File: config.mk
export PLATFORM = sky130hd
export DESIGN_NAME = sha1_msg_loader
export DESIGN_NICKNAME = d
export VERILOG_FILES = /design/src/rtl/sha1_pkg.sv /design/src/rtl/sha1_byte_packer.sv /design/src/rtl/sha1_msg_loader.sv
export SDC_FILE = /design/constraint.sdc
export NUM_CORES = 1
export LEC_CHECK = 0
export CORE_ASPECT_RATIO = 0.75
export CORE_MARGIN = 5
export CORE_UTILIZATION = 30
export CTS_BUF_LIST = sky130_fd_sc_hd__clkbuf_4 sky130_fd_sc_hd__clkbuf_8
export DETAILED_ROUTE_END_ITERATION = 8
export GPL_TIMING_DRIVEN = 0
export RECOVER_POWER = 50
export SLEW_MARGIN = 0
export SYNTH_ARGS = -nofsm -noshare
export SYNTH_HDL_FRONTEND = slang
export SYNTH_SLANG_ARGS = --single-unit
File: constraint.sdc
create_clock -name clk -period 3.6 [get_ports clk]
set_clock_uncertainty 0.2 [all_clocks]
set_input_delay 1.08 -clock clk [delete_from_list [all_inputs] [get_ports clk]]
set_output_delay 1.08 -clock clk [all_outputs]
set_load 0.02 [all_outputs]
File: src/rtl/sha1_pkg.sv
// rtl/sha1_pkg.sv - shared state type, digest constants and helpers for the SHA-1 loader
package sha1_pkg;

   typedef enum logic [2:0] {
      IDLE  = 3'd0,
      FILL  = 3'd1,
      CRST  = 3'd2,
      START = 3'd3,
      WAIT  = 3'd4,
      OUT   = 3'd5
   } state_e;

   localparam logic [31:0] H0 = 32'h67452301;
   localparam logic [31:0] H1 = 32'hefcdab89;
   localparam logic [31:0] H2 = 32'h98badcfe;
   localparam logic [31:0] H3 = 32'h10325476;
   localparam logic [31:0] H4 = 32'hc3d2e1f0;

   localparam int DIGEST_WORDS = 5;

   // Word 0 is the most significant 32 bits of the digest.
   function automatic logic [31:0] digest_word(input logic [159:0] d, input logic [2:0] idx);
      logic [31:0] w;
      case (idx)
         3'd0:    w = d[159:128];
         3'd1:    w = d[127:96];
         3'd2:    w = d[95:64];
         3'd3:    w = d[63:32];
         default: w = d[31:0];
      endcase
      return w;
   endfunction

endpackage

File: src/rtl/sha1_byte_packer.sv
// rtl/sha1_byte_packer.sv - packs message bytes into little-lane 32-bit words and issues SRAM writes
module sha1_byte_packer
   import sha1_pkg::*;
#(
   parameter int ADDR_W = 16
) (
   input  logic              clk,
   input  logic              reset,
   input  logic              in_valid,
   input  logic [7:0]        in_data,
   input  logic              in_last,
   input  logic [ADDR_W-1:0] base,
   input  logic [ADDR_W-1:0] byte_off,
   output logic              wr_en,
   output logic [ADDR_W-1:0] wr_addr,
   output logic [31:0]       wr_data
);

   logic [31:0]       acc_q,  acc_d;
   logic              we_q,   we_d;
   logic [ADDR_W-1:0] addr_q, addr_d;
   logic [31:0]       data_q, data_d;
   logic [31:0]       merged;
   logic [1:0]        lane;

   assign lane   = byte_off[1:0];
   assign merged = acc_q | ({24'd0, in_data} << {lane, 3'b000});

   // A word is flushed when its top lane fills or the message ends early;
   // the write appears the cycle after the byte is accepted.
   always_comb begin
      acc_d  = acc_q;
      we_d   = 1'b0;
      addr_d = addr_q;
      data_d = data_q;
      if (in_valid) begin
         if (lane == 2'd3 || in_last) begin
            we_d   = 1'b1;
            addr_d = base + {byte_off[ADDR_W-1:2], 2'b00};
            data_d = merged;
            acc_d  = 32'd0;
         end else begin
            acc_d = merged;
         end
      end
   end

   always_ff @(posedge clk) begin
      if (reset) begin
         acc_q  <= 32'd0;
         we_q   <= 1'b0;
         addr_q <= '0;
         data_q <= 32'd0;
      end else begin
         acc_q  <= acc_d;
         we_q   <= we_d;
         addr_q <= addr_d;
         data_q <= data_d;
      end
   end

   assign wr_en   = we_q;
   assign wr_addr = addr_q;
   assign wr_data = data_q;

endmodule

File: src/rtl/sha1_msg_loader.sv
// rtl/sha1_msg_loader.sv - loads a byte-stream message into SRAM, runs the SHA-1 core, streams out the digest
module sha1_msg_loader
   import sha1_pkg::*;
#(
   parameter int MAX_BYTES = 4096,
   parameter int ADDR_W    = 16
) (
   input  logic              clk,
   input  logic              reset,
   input  logic [ADDR_W-1:0] base_addr,
   input  logic              s_valid,
   output logic              s_ready,
   input  logic [7:0]        s_data,
   input  logic              s_last,
   output logic              port_B_clk,
   output logic [ADDR_W-1:0] port_B_addr,
   output logic [31:0]       port_B_data_in,
   output logic              port_B_we,
   output logic              core_nreset,
   output logic              start_hash,
   output logic [31:0]       message_addr,
   output logic [31:0]       message_size,
   input  logic              done,
   input  logic [159:0]      hash,
   output logic              h_valid,
   input  logic              h_ready,
   output logic [31:0]       h_data,
   output logic              h_last,
   output logic              busy,
   output logic              overflow
);

   localparam logic [31:0] MAX_CNT  = 32'(MAX_BYTES);
   localparam logic [2:0]  LAST_IDX = 3'(DIGEST_WORDS - 1);

   state_e            state_q,  state_d;
   logic [ADDR_W-1:0] base_q,   base_d;
   logic [31:0]       cnt_q,    cnt_d;
   logic              ovf_q,    ovf_d;
   logic [31:0]       size_q,   size_d;
   logic [159:0]      digest_q, digest_d;
   logic [2:0]        widx_q,   widx_d;

   logic              accept;
   logic              counted;
   logic [31:0]       cnt_eff;
   logic [ADDR_W-1:0] base_eff;

   // The first byte of a job is taken in IDLE, so its count and base come
   // straight from reset values and the input port rather than the registers.
   assign cnt_eff  = (state_q == IDLE) ? 32'd0 : cnt_q;
   assign base_eff = (state_q == IDLE) ? base_addr : base_q;
   assign accept   = s_valid & s_ready;
   assign counted  = accept & (cnt_eff < MAX_CNT);

   always_comb begin
      state_d  = state_q;
      base_d   = base_q;
      cnt_d    = cnt_q;
      ovf_d    = ovf_q;
      size_d   = size_q;
      digest_d = digest_q;
      widx_d   = widx_q;
      case (state_q)
         IDLE, FILL: begin
            if (accept) begin
               if (state_q == IDLE) begin
                  base_d = base_addr;
                  ovf_d  = 1'b0;
               end
               // Bytes past capacity are swallowed so the upstream never stalls.
               if (counted) begin
                  cnt_d = cnt_eff + 32'd1;
               end else begin
                  ovf_d = 1'b1;
               end
               if (s_last) begin
                  size_d  = counted ? (cnt_eff + 32'd1) : MAX_CNT;
                  state_d = CRST;
               end else begin
                  state_d = FILL;
               end
            end
         end
         CRST: begin
            state_d = START;
         end
         START: begin
            state_d = WAIT;
         end
         WAIT: begin
            if (done) begin
               digest_d = hash;
               widx_d   = 3'd0;
               state_d  = OUT;
            end
         end
         OUT: begin
            if (h_ready) begin
               if (widx_q == LAST_IDX) begin
                  widx_d  = 3'd0;
                  state_d = IDLE;
               end else begin
                  widx_d = widx_q + 3'd1;
               end
            end
         end
         default: begin
            state_d = IDLE;
         end
      endcase
   end

   always_ff @(posedge clk) begin
      if (reset) begin
         state_q  <= IDLE;
         base_q   <= '0;
         cnt_q    <= 32'd0;
         ovf_q    <= 1'b0;
         size_q   <= 32'd0;
         digest_q <= 160'd0;
         widx_q   <= 3'd0;
      end else begin
         state_q  <= state_d;
         base_q   <= base_d;
         cnt_q    <= cnt_d;
         ovf_q    <= ovf_d;
         size_q   <= size_d;
         digest_q <= digest_d;
         widx_q   <= widx_d;
      end
   end

   sha1_byte_packer #(
      .ADDR_W (ADDR_W)
   ) u_packer (
      .clk      (clk),
      .reset    (reset),
      .in_valid (counted),
      .in_data  (s_data),
      .in_last  (s_last),
      .base     (base_eff),
      .byte_off (cnt_eff[ADDR_W-1:0]),
      .wr_en    (port_B_we),
      .wr_addr  (port_B_addr),
      .wr_data  (port_B_data_in)
   );

   assign port_B_clk   = clk;
   assign s_ready      = ~reset & ((state_q == IDLE) | (state_q == FILL));
   assign core_nreset  = ~reset & (state_q != CRST);
   assign start_hash   = (state_q == START);
   assign busy         = (state_q != IDLE);
   assign overflow     = ovf_q;
   assign message_addr = {{(32-ADDR_W){1'b0}}, base_q};
   assign message_size = size_q;
   assign h_valid      = (state_q == OUT);
   assign h_last       = h_valid & (widx_q == LAST_IDX);
   assign h_data       = digest_word(digest_q, widx_q);

endmodule

==> tab_implementation.tex <==
\begin{tabular}{lr}
\hline
Metric & Value \\
\hline
\multicolumn{2}{l}{\textbf{Yosys}} \\
\quad Number of synthesized register bits & 328 \\
\quad Seq/Total Area, Yosys & 0.478 \\
\quad Post-synthesis async set-or-reset flop share & 0 \\
\quad Most frequently used flop master after synthesis & sky130\_fd\_sc\_hd\_\_dfxtp\_1 \\
\quad Cells after synthesis & 1,698 \\
\quad Netlist area before placement & 13,700 um2 \\
\quad Number of library cell types mapped by synthesis & 57 \\
\quad Syn Area/Cell & 8.09 um2 \\
\quad Leading post-synthesis cells by cell area & sky130\_fd\_sc\_hd\_\_dfxtp\_1, sky130\_fd\_sc\_hd\_\_nand2\_1, sky130\_fd\_sc\_hd\_\_a21oi\_1, sky130\_fd\_sc\_hd\_\_a22oi\_1, sky130\_fd\_sc\_hd\_\_clkbuf\_1 \\
\quad Total of warnings raised by yosys & 0 \\
\quad Number of flops mapped to enable cells by yosys & 0 \\
\quad Cell type contributing the most total cell area after synthesis & sky130\_fd\_sc\_hd\_\_dfxtp\_1 \\
\quad Post-synth top area share & 0.478 \\
\quad Dominant cell by count in the synthesized netlist & sky130\_fd\_sc\_hd\_\_nand2\_1 \\
\quad Ranking of synthesized cells by instance count & sky130\_fd\_sc\_hd\_\_nand2\_1, sky130\_fd\_sc\_hd\_\_dfxtp\_1, sky130\_fd\_sc\_hd\_\_a21oi\_1, sky130\_fd\_sc\_hd\_\_clkbuf\_1, sky130\_fd\_sc\_hd\_\_nor2\_1 \\
\multicolumn{2}{l}{\textbf{Setup path}} \\
\quad Startpoint types & register \\
\quad FF-to-FF End & u\_packer.wr\_addr[11] \\
\quad R2R Setup Slk & 230 ps \\
\quad Crit path required time & 2320 ps \\
\quad Launch instance of the worst register-to-register path & state\_q[2] \\
\quad Crit path max fanout & 8 \\
\quad End of the critical path & h\_data[19] \\
\quad Cell depth of the worst flop-to-flop path & 11 \\
\quad Type of destination of the critical path & primary output \\
\quad Worst setup startpoint & widx\_q[1] \\
\quad Type of the worst setup path & register to primary output \\
\quad Arrival time of the worst setup path & 2380 ps \\
\multicolumn{2}{l}{\textbf{Power and ir drop}} \\
\quad Leakage power total & 7.48 nW \\
\quad Max IR drop VDD & 0.293 mV \\
\quad Power, Total & 8.92 mW \\
\quad Seq pwr share & 0.436 \\
\quad Cell-internal power & 6.42 mW \\
\quad Power density over cell area & 453 nW/um2 \\
\quad Share of total power in the clock network & 0.417 \\
\quad Power dissipated by switching net loads & 2.49 mW \\
\quad Fraction of power spent switching nets & 0.280 \\
\quad Combinational fraction of design power & 0.147 \\
\multicolumn{2}{l}{\textbf{Timing}} \\
\quad Post-route setup slack & -62.1 ps \\
\quad Setup-violating endpoint count in the final report & 19 \\
\quad Max Slew Vio Count & 0 \\
\quad RSZ-0062 raised after global routing & yes \\
\quad Slew at the pin with the worst max-slew slack & 829 ps \\
\quad Number of failing hold endpoints at the final stage & 0 \\
\quad Hold slack & 252 ps \\
\quad Post-layout min period & 3660 ps \\
\quad Final cycle utilization of the critical path & 1.02 \\
\quad Max transition margin & 0.447 \\
\quad Max frequency & 0.273 GHz \\
\multicolumn{2}{l}{\textbf{Floorplanning}} \\
\quad Chip height & 195 um \\
\quad Core Area & 45,000 um2 \\
\quad Top-level I/O count & 343 \\
\quad Number of core rows & 67 \\
\quad Initial Util & 0.305 \\
\quad Die Outline Area & 50,200 um2 \\
\quad Width of the die & 257 um \\
\multicolumn{2}{l}{\textbf{Run status}} \\
\quad Outcome & finished, violations left \\
\quad Failing checks & negative setup slack \\
\multicolumn{2}{l}{\textbf{Detailed routing}} \\
\quad Wire length after detailed routing & 56.3 mm \\
\quad Number of detailed-routing iterations run before antenna repair & 6 \\
\quad Average wire length per cell after detail routing & 20.6 um \\
\quad Count of unresolved DRC violations after routing & 0 \\
\quad Number of DRC violations after detailed-routing iteration 0 & 1,498 \\
\quad Mean number of vias per cell & 5.13 \\
\quad Overall via count from detail\_route & 14,000 \\
\quad Number of nets with antenna violations after detailed routing & 0 \\
\multicolumn{2}{l}{\textbf{Clocking}} \\
\quad CTS tree & yes \\
\quad Clock slew at the register clock pins of the worst setup and hold paths & 60 ps \\
\quad CTS Hold Buffers Added & 0 \\
\quad Source-to-sink clock delay at the later pin of the worst-skew pair & 750 ps \\
\multicolumn{2}{l}{\textbf{GRT}} \\
\quad Vias in the first global route & 13,400 \\
\quad Wire length of the first global-routing pass & 82.9 mm \\
\quad Global Route Usage Sum & 0.212 \\
\quad Maximum number of pins on one net before global-route repair & 20 \\
\quad Antenna violations before repair & 10 \\
\quad GRT Residual Overflow & 0 \\
\multicolumn{2}{l}{\textbf{Placed design}} \\
\quad Weighted congestion reported at the end of routability-driven placement & 0.964 \\
\quad Detailed placer's ending HPWL & 42.8 mm \\
\quad Port Buf Inserts & 317 \\
\quad Placement-stage cell area & 17,700 um2 \\
\multicolumn{2}{l}{\textbf{Flow run}} \\
\quad Number of maximum-capacitance constraint violations & 0 \\
\multicolumn{2}{l}{\textbf{Layout}} \\
\quad Number of nets in the final layout & 2,306 \\
\quad Growth of design area from synthesis to finish & 43.0\% \\
\quad Layout cell share with drive strength beyond 1 & 0.140 \\
\quad Final non-filler cell area & 19,700 um2 \\
\multicolumn{2}{l}{\textbf{Hold path}} \\
\quad Class of the most critical hold timing path & register to register \\
\hline
\end{tabular}
[critical path, cell delays in order, from the launching register on]
cell and delay, ps:
sky130_fd_sc_hd__dfxtp_2 350, sky130_fd_sc_hd__ha_4 160, sky130_fd_sc_hd__ha_4 220, sky130_fd_sc_hd__clkbuf_16 190
sky130_fd_sc_hd__a22oi_2 320, sky130_fd_sc_hd__nand3_1 120, sky130_fd_sc_hd__o21a_1 160, sky130_fd_sc_hd__buf_6 140
[how the worst min path moves through the flow]
stage | endpoint | slack (ps) | cells past startpoint | start
floorplan | cnt_q[16] | 230 | 1 | cnt_q[16]
global placement | message_size[27] | 240 | 1 | message_size[27]
detailed placement | message_size[15] | 240 | 1 | message_size[15]
CTS | digest_q[67] | 250 | 2 | digest_q[67]
global route | message_size[13] | 270 | 1 | message_size[13]
finish | message_size[15] | 250 | 1 | message_size[15]
[placed cells by master (no fill, tap or decap), types with 58 or more instances in the layout]
cell type	n
sky130_fd_sc_hd__nand2_1	418
sky130_fd_sc_hd__a22oi_2	59
sky130_fd_sc_hd__o21ai_0	58
sky130_fd_sc_hd__clkbuf_8	79
sky130_fd_sc_hd__clkbuf_1	102
sky130_fd_sc_hd__dfxtp_1	325
sky130_fd_sc_hd__dlygate4sd3_1	98
sky130_fd_sc_hd__clkdlybuf4s50_1	179
sky130_fd_sc_hd__a21oi_1	229
sky130_fd_sc_hd__nor2_1	67
[metal layers]
metal  vias up  GRT usage  wire [um]
li1       6641          -          -
met1      6675      0.314      26000
met2       598      0.293      22800
met3        85     0.0697       6220
met4         4     0.0564       1230
met5         -          0         34
[cell families (layout without fill, tap and decap cells)]
group           count (synthesis)  in the layout  share of synthesized area
other cells                     1             24                   0.000273
mux                             4              4                    0.00300
simple gates                  686            686                      0.228
compound gates                467            467                      0.207
buf+inv                       175            599                     0.0541
fa+ha+maj                      20             20                     0.0188
xor+xnor                       17             17                     0.0108
flops                         328            328                      0.478
[power by group through the flow]
stage               Sequential (mW)  Clock [mW]  Combinational, mW
floorplan                      3.97      0.0325              0.632
CTS                            3.88        3.81               1.31
global route                   3.90        3.98               1.41
global placement               3.95      0.0527               1.27
finish                         3.89        3.72               1.31
detailed placement             3.95      0.0527               1.28
[cell type report]
type	count	area, um2
repair buffers	329	3310
diodes	8	20.0
flip-flops and latches	328	6570
clock buffers	91	1110
fillers	4421	25400
clock inverters	9	109
inverters	19	73.8
multi-input cells	1210	6880
plain buffers	151	852
well taps	586	733
[through the flow]
stage | setup slack (ps) | setup TNS (ps) | std cells | utilization
floorplan | 267 | 0 | 1713 | -
finish | -62.1 | -676 | 2731 | 0.437
detailed placement | -1840 | -83410 | 2616 | 0.393
global placement | -1850 | -75650 | 2616 | 0.393
global route | -171 | -2740 | 2728 | 0.437
CTS | -142 | -1380 | 2721 | 0.435
[flip-flops by register name, summed over array words and instances, names as in the netlist]
name and flops:
digest_q 160, widx_q 3, message_size 32, u_packer.wr_data 32, overflow 1, state_q 3
base_q 16, cnt_q 32, u_packer.wr_en 1, u_packer.wr_addr 16, u_packer.acc_q 32
[timing repair]
item,CTS,global route
resized for setup,343,23
buffers inserted,5,4
endpoints found under the setup margin,50,40
gates cloned,4,0
pin swaps,45,7
Power figures use the tool's default switching activity.
